File: config.mk
export PLATFORM = sky130hd
export DESIGN_NAME = fifo_wr_arbiter_flat
export DESIGN_NICKNAME = d
export VERILOG_FILES = /design/src/rtl/fifo_wr_arbiter_if.sv /design/src/rtl/fifo_wr_arbiter.sv /design/src/flat_wrapper.sv
export SDC_FILE = /design/constraint.sdc
export NUM_CORES = 1
export LEC_CHECK = 0
export ABC_AREA = 1
export CAP_MARGIN = 5
export CORE_UTILIZATION = 37
export DETAILED_ROUTE_END_ITERATION = 6
export PLACE_DENSITY = 0.81
export SLEW_MARGIN = 10
export SYNTH_ARGS = -nofsm -noshare
export SYNTH_HDL_FRONTEND = slang
export SYNTH_SLANG_ARGS = --single-unit
export TNS_END_PERCENT = 1
File: constraint.sdc
create_clock -name clk -period 2.5 [get_ports clk]
set_input_delay 0.5 -clock clk [delete_from_list [all_inputs] [get_ports clk]]
set_output_delay 0.5 -clock clk [all_outputs]
set_load 0.02 [all_outputs]
File: src/rtl/fifo_wr_arbiter_if.sv
// Handshake bundle between NUM_REQ producers, the write-port arbiter and the FIFO write side.
interface fifo_wr_arbiter_if #(
  parameter int unsigned NUM_REQ    = 4,
  parameter int unsigned DATA_WIDTH = 8
);
  localparam int unsigned IDW = $clog2(NUM_REQ);

  logic [NUM_REQ-1:0]            req_valid;
  logic [NUM_REQ*DATA_WIDTH-1:0] req_data;
  logic [NUM_REQ-1:0]            req_ready;
  logic                          fifo_full;
  logic                          fifo_wren;
  logic [DATA_WIDTH-1:0]         fifo_wdata;
  logic [IDW-1:0]                grant_id;
  logic                          busy;

  // Producer/FIFO side drives the requests and the full flag
  modport master (
    output req_valid, req_data, fifo_full,
    input  req_ready, fifo_wren, fifo_wdata, grant_id, busy
  );

  // Arbiter side
  modport slave (
    input  req_valid, req_data, fifo_full,
    output req_ready, fifo_wren, fifo_wdata, grant_id, busy
  );
endinterface

File: src/rtl/fifo_wr_arbiter.sv
// Round-robin arbiter sharing one FIFO write port among NUM_REQ producers,
// granting bursts of up to MAX_BURST words and never writing into a full FIFO.
module fifo_wr_arbiter #(
  parameter int unsigned NUM_REQ    = 4,
  parameter int unsigned DATA_WIDTH = 8,
  parameter int unsigned MAX_BURST  = 4
) (
  input  logic             clk,
  input  logic             rst_n,
  fifo_wr_arbiter_if.slave bus
);
  localparam int unsigned IDW = $clog2(NUM_REQ);
  localparam int unsigned CDW = IDW + 1;
  localparam int unsigned CW  = $clog2(MAX_BURST + 1);

  typedef enum logic {ST_IDLE, ST_GRANT} state_t;

  state_t           r_state;
  logic [IDW-1:0]   r_grant_id;
  logic [IDW-1:0]   r_last_grant;
  logic [CW-1:0]    r_burst_cnt;

  logic                  w_any_valid;
  logic [IDW-1:0]        w_pick;
  logic [CDW-1:0]        w_cand;
  logic                  w_gvalid;
  logic                  w_xfer;
  logic [NUM_REQ-1:0]    w_ready;
  logic [DATA_WIDTH-1:0] w_words [NUM_REQ];

  always_comb begin
    for (int unsigned i = 0; i < NUM_REQ; i++) begin
      w_words[i] = bus.req_data[i*DATA_WIDTH +: DATA_WIDTH];
    end
  end

  // Rotating search from last_grant+1; scanning downward lets the nearest valid index win
  always_comb begin
    w_any_valid = |bus.req_valid;
    w_pick      = '0;
    w_cand      = '0;
    for (int unsigned k = NUM_REQ; k > 0; k--) begin
      w_cand = CDW'(r_last_grant) + CDW'(k);
      if (w_cand >= CDW'(NUM_REQ)) begin
        w_cand = w_cand - CDW'(NUM_REQ);
      end
      if (bus.req_valid[IDW'(w_cand)]) begin
        w_pick = IDW'(w_cand);
      end
    end
  end

  always_comb begin
    w_ready  = '0;
    w_xfer   = 1'b0;
    w_gvalid = bus.req_valid[r_grant_id];
    if (r_state == ST_GRANT) begin
      w_ready[r_grant_id] = !bus.fifo_full;
      w_xfer              = w_gvalid & !bus.fifo_full;
    end
  end

  always_ff @(posedge clk or negedge rst_n) begin
    if (!rst_n) begin
      r_state      <= ST_IDLE;
      r_grant_id   <= '0;
      r_last_grant <= IDW'(NUM_REQ - 1);
      r_burst_cnt  <= '0;
    end else begin
      case (r_state)
        ST_IDLE: begin
          if (w_any_valid) begin
            r_grant_id   <= w_pick;
            r_last_grant <= w_pick;
            r_burst_cnt  <= '0;
            r_state      <= ST_GRANT;
          end
        end
        ST_GRANT: begin
          // A full FIFO leaves the count untouched so the stalled word is retried
          if (!w_gvalid) begin
            r_state <= ST_IDLE;
          end else if (w_xfer) begin
            r_burst_cnt <= r_burst_cnt + CW'(1);
            if (r_burst_cnt + CW'(1) == CW'(MAX_BURST)) begin
              r_state <= ST_IDLE;
            end
          end
        end
        default: r_state <= ST_IDLE;
      endcase
    end
  end

  assign bus.req_ready  = w_ready;
  assign bus.fifo_wren  = w_xfer;
  assign bus.fifo_wdata = w_words[r_grant_id];
  assign bus.grant_id   = r_grant_id;
  assign bus.busy       = (r_state == ST_GRANT);

endmodule

File: src/flat_wrapper.sv
// flat-port wrapper written by rule: the top's interface ports become plain ports
module fifo_wr_arbiter_flat 
#(
  parameter int unsigned NUM_REQ    = 4,
  parameter int unsigned DATA_WIDTH = 8,
  parameter int unsigned MAX_BURST  = 4
)
  (clk, rst_n, bus_req_valid, bus_req_data, bus_fifo_full, bus_req_ready, bus_fifo_wren, bus_fifo_wdata, bus_grant_id, bus_busy);
  fifo_wr_arbiter_if #(.NUM_REQ(NUM_REQ), .DATA_WIDTH(DATA_WIDTH)) bus_i ();
  input  logic clk;
  input  logic rst_n;
  input wire logic [$bits(bus_i.req_valid)-1:0] bus_req_valid;
  input wire logic [$bits(bus_i.req_data)-1:0] bus_req_data;
  input wire logic [$bits(bus_i.fifo_full)-1:0] bus_fifo_full;
  output wire logic [$bits(bus_i.req_ready)-1:0] bus_req_ready;
  output wire logic [$bits(bus_i.fifo_wren)-1:0] bus_fifo_wren;
  output wire logic [$bits(bus_i.fifo_wdata)-1:0] bus_fifo_wdata;
  output wire logic [$bits(bus_i.grant_id)-1:0] bus_grant_id;
  output wire logic [$bits(bus_i.busy)-1:0] bus_busy;
  assign bus_i.req_valid = bus_req_valid;
  assign bus_i.req_data = bus_req_data;
  assign bus_i.fifo_full = bus_fifo_full;
  assign bus_req_ready = bus_i.req_ready;
  assign bus_fifo_wren = bus_i.fifo_wren;
  assign bus_fifo_wdata = bus_i.fifo_wdata;
  assign bus_grant_id = bus_i.grant_id;
  assign bus_busy = bus_i.busy;
  fifo_wr_arbiter #(.NUM_REQ(NUM_REQ), .DATA_WIDTH(DATA_WIDTH), .MAX_BURST(MAX_BURST)) u_core (.clk(clk), .rst_n(rst_n), .bus(bus_i));
endmodule
Word level (Yosys, flattened, before mapping)
Cells that the tools add are included.
{"block": "totals", "word_cells": 71, "ff_bits": 8}
{"block": "classes", "addsub": 9, "eq_ne": 4, "bitwise": 4, "n_lt_le_gt_ge": 11, "reduce_logical": 5, "n_mux": 34}
{"cell": "$bmux W8 S2", "count": 1}
{"cell": "$mux W2", "count": 8}
{"cell": "$mux W8", "count": 2}
{"cell": "$ge A3 B3 Y1 const B", "count": 5}
{"cell": "$lt A2 B3 Y1 const B", "count": 5}
{"cell": "$mux W1", "count": 11}
{"cell": "$bmux W1 S2", "count": 5}
{"cell": "$mux W3", "count": 3}
{"cell": "$sub A2 B1 Y2 const B", "count": 4}
{"cell": "$add A2 B2 Y3 const B", "count": 2}
{"cell": "$pmux W3 S2", "count": 1}
{"cell": "$and A4 B4 Y4", "count": 1}
{"cell": "$mux W4", "count": 1}
{"cell": "$ne A2 B2 Y1 const B", "count": 2}
{"cell": "$reduce_or A4 Y1", "count": 1}
{"cell": "$add A2 B1 Y3 const B", "count": 1}
{"cell": "$add A2 B3 Y3 const B", "count": 1}
{"cell": "$add A3 B1 Y3 const B", "count": 1}
{"cell": "$eq A3 B3 Y1 const B", "count": 1}
{"cell": "$not A2 Y3", "count": 1}
{"cell": "$reduce_and A3 Y1", "count": 1}
{"cell": "$demux W1 S2", "count": 1}
{"cell": "$ge A2 B1 Y1 const B", "count": 1}
{"cell": "$ne A2 B1 Y1 const B", "count": 1}
{"cell": "6 further kinds", "count": 6}

Longest topological paths before layout
{"block": "logic_depth", "word_depth": 9, "mapped_depth": 11, "depth_no_buf": 10}

Worst setup path before layout
OpenSTA, ideal clock, no wires.
{"block": "synth_timing", "path_type": "register -> output", "start": "register u_core.r_grant_id[1], in the netlist u_core.bus.grant_id[1]", "end": "output bus_fifo_wren", "path_slack_ps": 767, "t_required_ps": 2000, "stages_incl_launch_ff": 7, "t_arrival_ps": 1233, "path_cell_list": "dfrtp_1 -> buf_6 -> nor2_2 -> nand2_1 -> nand4_1 -> nand2_2 -> inv_2"}
{"block": "synth_via", "elab_chain_len": 4}
{"element": "from (decl)", "line_no": "fifo_wr_arbiter.sv:19", "text": "logic [IDW-1:0] r_grant_id;"}
{"element": "from (signal assigned)", "line_no": "fifo_wr_arbiter.sv:73", "text": "r_grant_id <= w_pick;"}
{"element": "$bmux W1 S2", "line_no": "fifo_wr_arbiter.sv:56", "text": "w_gvalid = bus.req_valid[r_grant_id];"}
{"element": "$mux W1 (implied by the code)", "line_no": "fifo_wr_arbiter.sv:56"}
{"element": "$and A1 B1 Y1", "line_no": "fifo_wr_arbiter.sv:59", "text": "w_xfer = w_gvalid & !bus.fifo_full;"}
{"element": "$mux W1", "line_no": "fifo_wr_arbiter.sv:57", "text": "if (r_state == ST_GRANT) begin"}
{"element": "to (decl)", "line_no": "flat_wrapper.sv:16", "text": "output wire logic [$bits(bus_i.fifo_wren)-1:0] bus_fifo_wren;"}
Every way passes these cells. The select of a mux whose other input is x is not followed.

Worst setup path after layout
{"block": "layout_timing", "start": "input bus_fifo_full", "end": "output bus_req_ready[2]"}
{"block": "layout_via", "elab_chain_len": 3}
{"element": "from (decl)", "line_no": "flat_wrapper.sv:14", "text": "input wire logic [$bits(bus_i.fifo_full)-1:0] bus_fifo_full;"}
{"element": "$logic_not A1 Y1", "line_no": "fifo_wr_arbiter.sv:58", "text": "w_ready[r_grant_id] = !bus.fifo_full;"}
{"element": "$and A4 B4 Y4 (no line)"}
{"element": "$mux W4", "line_no": "fifo_wr_arbiter.sv:57"}
{"element": "to (decl)", "line_no": "flat_wrapper.sv:15", "text": "output wire logic [$bits(bus_i.req_ready)-1:0] bus_req_ready;"}
Every way passes these cells.

==> impl_metrics.json <==
{
  "min_path_type": "flop to flop",
  "boundaryPins": 55,
  "cts.htree.levels": 1,
  "yosysMostFrequentCell": "nand2_1",
  "die_h_um": 48.16,
  "slowest_delay_ps": 610,
  "cts_buffer_depth": 2,
  "std_cell_rows": 16,
  "clk_pin_slew_ps": 60,
  "ys_ff_latch": 8,
  "synth-warning-count": 0,
  "synth_area_sq_um": 788.3,
  "worstPathArrival_ps": 1860,
  "syn_inst": 131,
  "firstDrtPassIters": 5,
  "cp_cell_sequence": "clkdlybuf4s50_1, nor2_1, inv_1, nor2_1, clkdlybuf4s50_1",
  "fin_util_pct": 71.59,
  "ys_top_cells_by_area": "nand2_1 (29%), dfrtp_1 (19%), a22oi_1 (11%)",
  "setup_slack_ps": 141.6,
  "dieWidth_um": 48.16,
  "maxSlewViolCount": 0,
  "viasPerCell": 5.005,
  "die_area_sq_um": 2319,
  "nets": 234,
  "grt_max_degree": 11,
  "cellPowerDensity_nw_per_um2": 1124,
  "finalHoldViolations": 0,
  "wl_mm": 2.567,
  "cts_made_buffers": 3,
  "syn2layout_area_growth_pct": 80.00,
  "routabilityCongestion": 0.7189,
  "wl_per_cell_um": 11.72,
  "synth_common_cells": "nand2_1 (60), a22oi_1 (12), inv_1 (11), nand3_1 (10), dfrtp_1 (6)",
  "ant_nets": 0,
  "grt_setup_unrepaired": "false",
  "dp_cells": 215,
  "initial_utilization_pct": 39.77,
  "ys.flop_type": "dfrtp_1",
  "cts_tree": "done",
  "cp_max_fo": 5,
  "synth_edf_count": 0,
  "status": "completed",
  "yosysSeqAreaShare_pct": 25.71,
  "drtIter0Drc": 15,
  "period_share_pct": 94.33,
  "cp-end-kind": "output port",
  "drv_cap": 0,
  "num_antenna_cells": 0,
  "grt_usage_pct": 21.04,
  "grt_pass1_wl_mm": 3.491,
  "synth_top_area_cell": "nand2_1",
  "clock-sinks": 8,
  "syn_area_per_cell_sq_um": 6.017,
  "antenna_found_initial": 0,
  "ir_worst_vdd_mv": 0.6948,
  "pre_cts_slack_ps": 63.43,
  "total_power_w": 0.001594,
  "startpoint_type": "input pin",
  "yosysTopAreaCellShare_pct": 28.57,
  "syn-num-nets": 172,
  "instances_no_fill": 219,
  "drive_gt1_share_pct": 10.42,
  "core_area_sq_um": 1982,
  "port-buffer-count": 54,
  "p_leak_nw": 0.7252,
  "critical_path_class": "input pin to output port",
  "setup_tns_ps": 0,
  "max_freq_ghz": 0.4240,
  "synth_cell_types": 19,
  "num_vias": 1096,
  "setup_viol": 0,
  "timing.rr.start": "u_core.r_last_grant[0]",
  "period_needed_ps": 2358,
  "startpoint": "bus_fifo_full",
  "grt_overflow": 0,
  "cts_setup_buffers": 0,
  "worstMarginPinSlew_ps": 356.7,
  "place_hpwl_mm": 2.067,
  "drc": 0,
  "finalClockSkew_ps": 3.256,
  "grt_pass1_vias": 854,
  "hold_start": "u_core.r_burst_cnt[0]",
  "slew_headroom_pct": 76.14,
  "async_flop_share_pct": 100.0,
  "crit_slowest_cell": "clkdlybuf4s50_1",
  "crit_required_ps": 2000,
  "cts_root_buffer": "clkbuf_4",
  "clk_latency_ps": 250
}
==> per-stage QoR <==
step | area, sq um | hold WS [ps]
final | 1419 | 482.6
after detailed placement | 1378 | 477.0
after global routing | 1419 | 516.2
after floorplan | 788.3 | 204.4
after global placement | 1378 | 469.6
after CTS | 1406 | 487.9
==> critical path, delay by kind of cell <==
kind	cells	cell delay (ps)
buf+inv	3	1120
simple gates	2	240
==> area by class of cell <==
cell class / count / area, sq um
flip-flops and latches: 8 / 205.2
inverters: 16 / 60.06
clock buffers: 4 / 26.28
well taps: 27 / 33.78
repair buffers: 59 / 585.6
multi-input cells: 105 / 508.0
fillers: 170 / 563.0
==> timing repair <==
item | CTS | global route
setup endpoints to repair | 1 | 5
hold endpoints to repair | 0 | 0
gates resized for setup | 2 | 4
hold buffers | 0 | 0
==> worst paths after layout <==
kind | to | slack, ps | depth (start not counted)
worst max-delay path | bus_req_ready[2] | 140 | 5
worst min-delay path | u_core.r_burst_cnt[0] | 480 | 1
worst max register to register | u_core.bus.grant_id[0] | 990 | 9
worst min register to register | u_core.r_burst_cnt[0] | 480 | 1
max in group asynchronous | u_core.r_last_grant[1] | 1670 | 1
min in group asynchronous | u_core.r_burst_cnt[1] | 520 | 1
==> per-layer routing <==
| metal | share of wire (%) | global-route usage (%) | vias up |
|---|---|---|---|
| met4 | 0 | 5.000 | 0 |
| li1 | - | - | 553 |
| met1 | 40 | 24.03 | 493 |
| met5 | 0 | 0 | - |
| met2 | 47 | 38.93 | 50 |
| met3 | 12 | 5.185 | 0 |
==> state kept, by name, summed over array words and instances (netlist names) <==
name,count
u_core.bus.busy,1
u_core.r_last_grant,2
u_core.r_burst_cnt,3
u_core.bus.grant_id,2
==> logic make-up (layout without fill, tap and decap cells) <==
kind of cell | Yosys count | in the layout | synth area share, %
AOI/OAI and AO/OA | 21 | 21 | 17.46
adders and majority gates | 2 | 2 | 3.174
buffers and inverters | 18 | 79 | 10.48
DFF | 8 | 8 | 25.71
and+or+nand+nor | 82 | 82 | 43.18
==> layout by cell type (no fill, tap or decap) <==
cell	n
nand2_1	60
clkdlybuf4s50_1	51
a22oi_1	12
inv_1	11
nand3_1	10
inv_2	5
nor2_1	5
buf_4	5
dfrtp_1	4
o21ai_1	3
a21oi_1	3
clkbuf_4	3
dlymetal6s2s_1	3
nor3_1	2
nor2_4	2
nand4_1	2
o21ai_0	2
ha_1	2
dfrtp_2	2
dfstp_2	2
nand2_2	1
o21bai_1	1
clkbuf_1	1
==> where the power goes <==
group | switching (W) | leakage (nW) | internal, W | total, W
Combinational | 0.000666 | 0.615 | 0.000526 | 0.00119
Sequential | 0.0000915 | 0.0955 | 0.000204 | 0.000296
Clock | 0.0000454 | 0.0150 | 0.0000612 | 0.000107
Total | 0.000803 | 0.725 | 0.000791 | 0.00159
No activity file was read; power rests on OpenSTA's default activity.
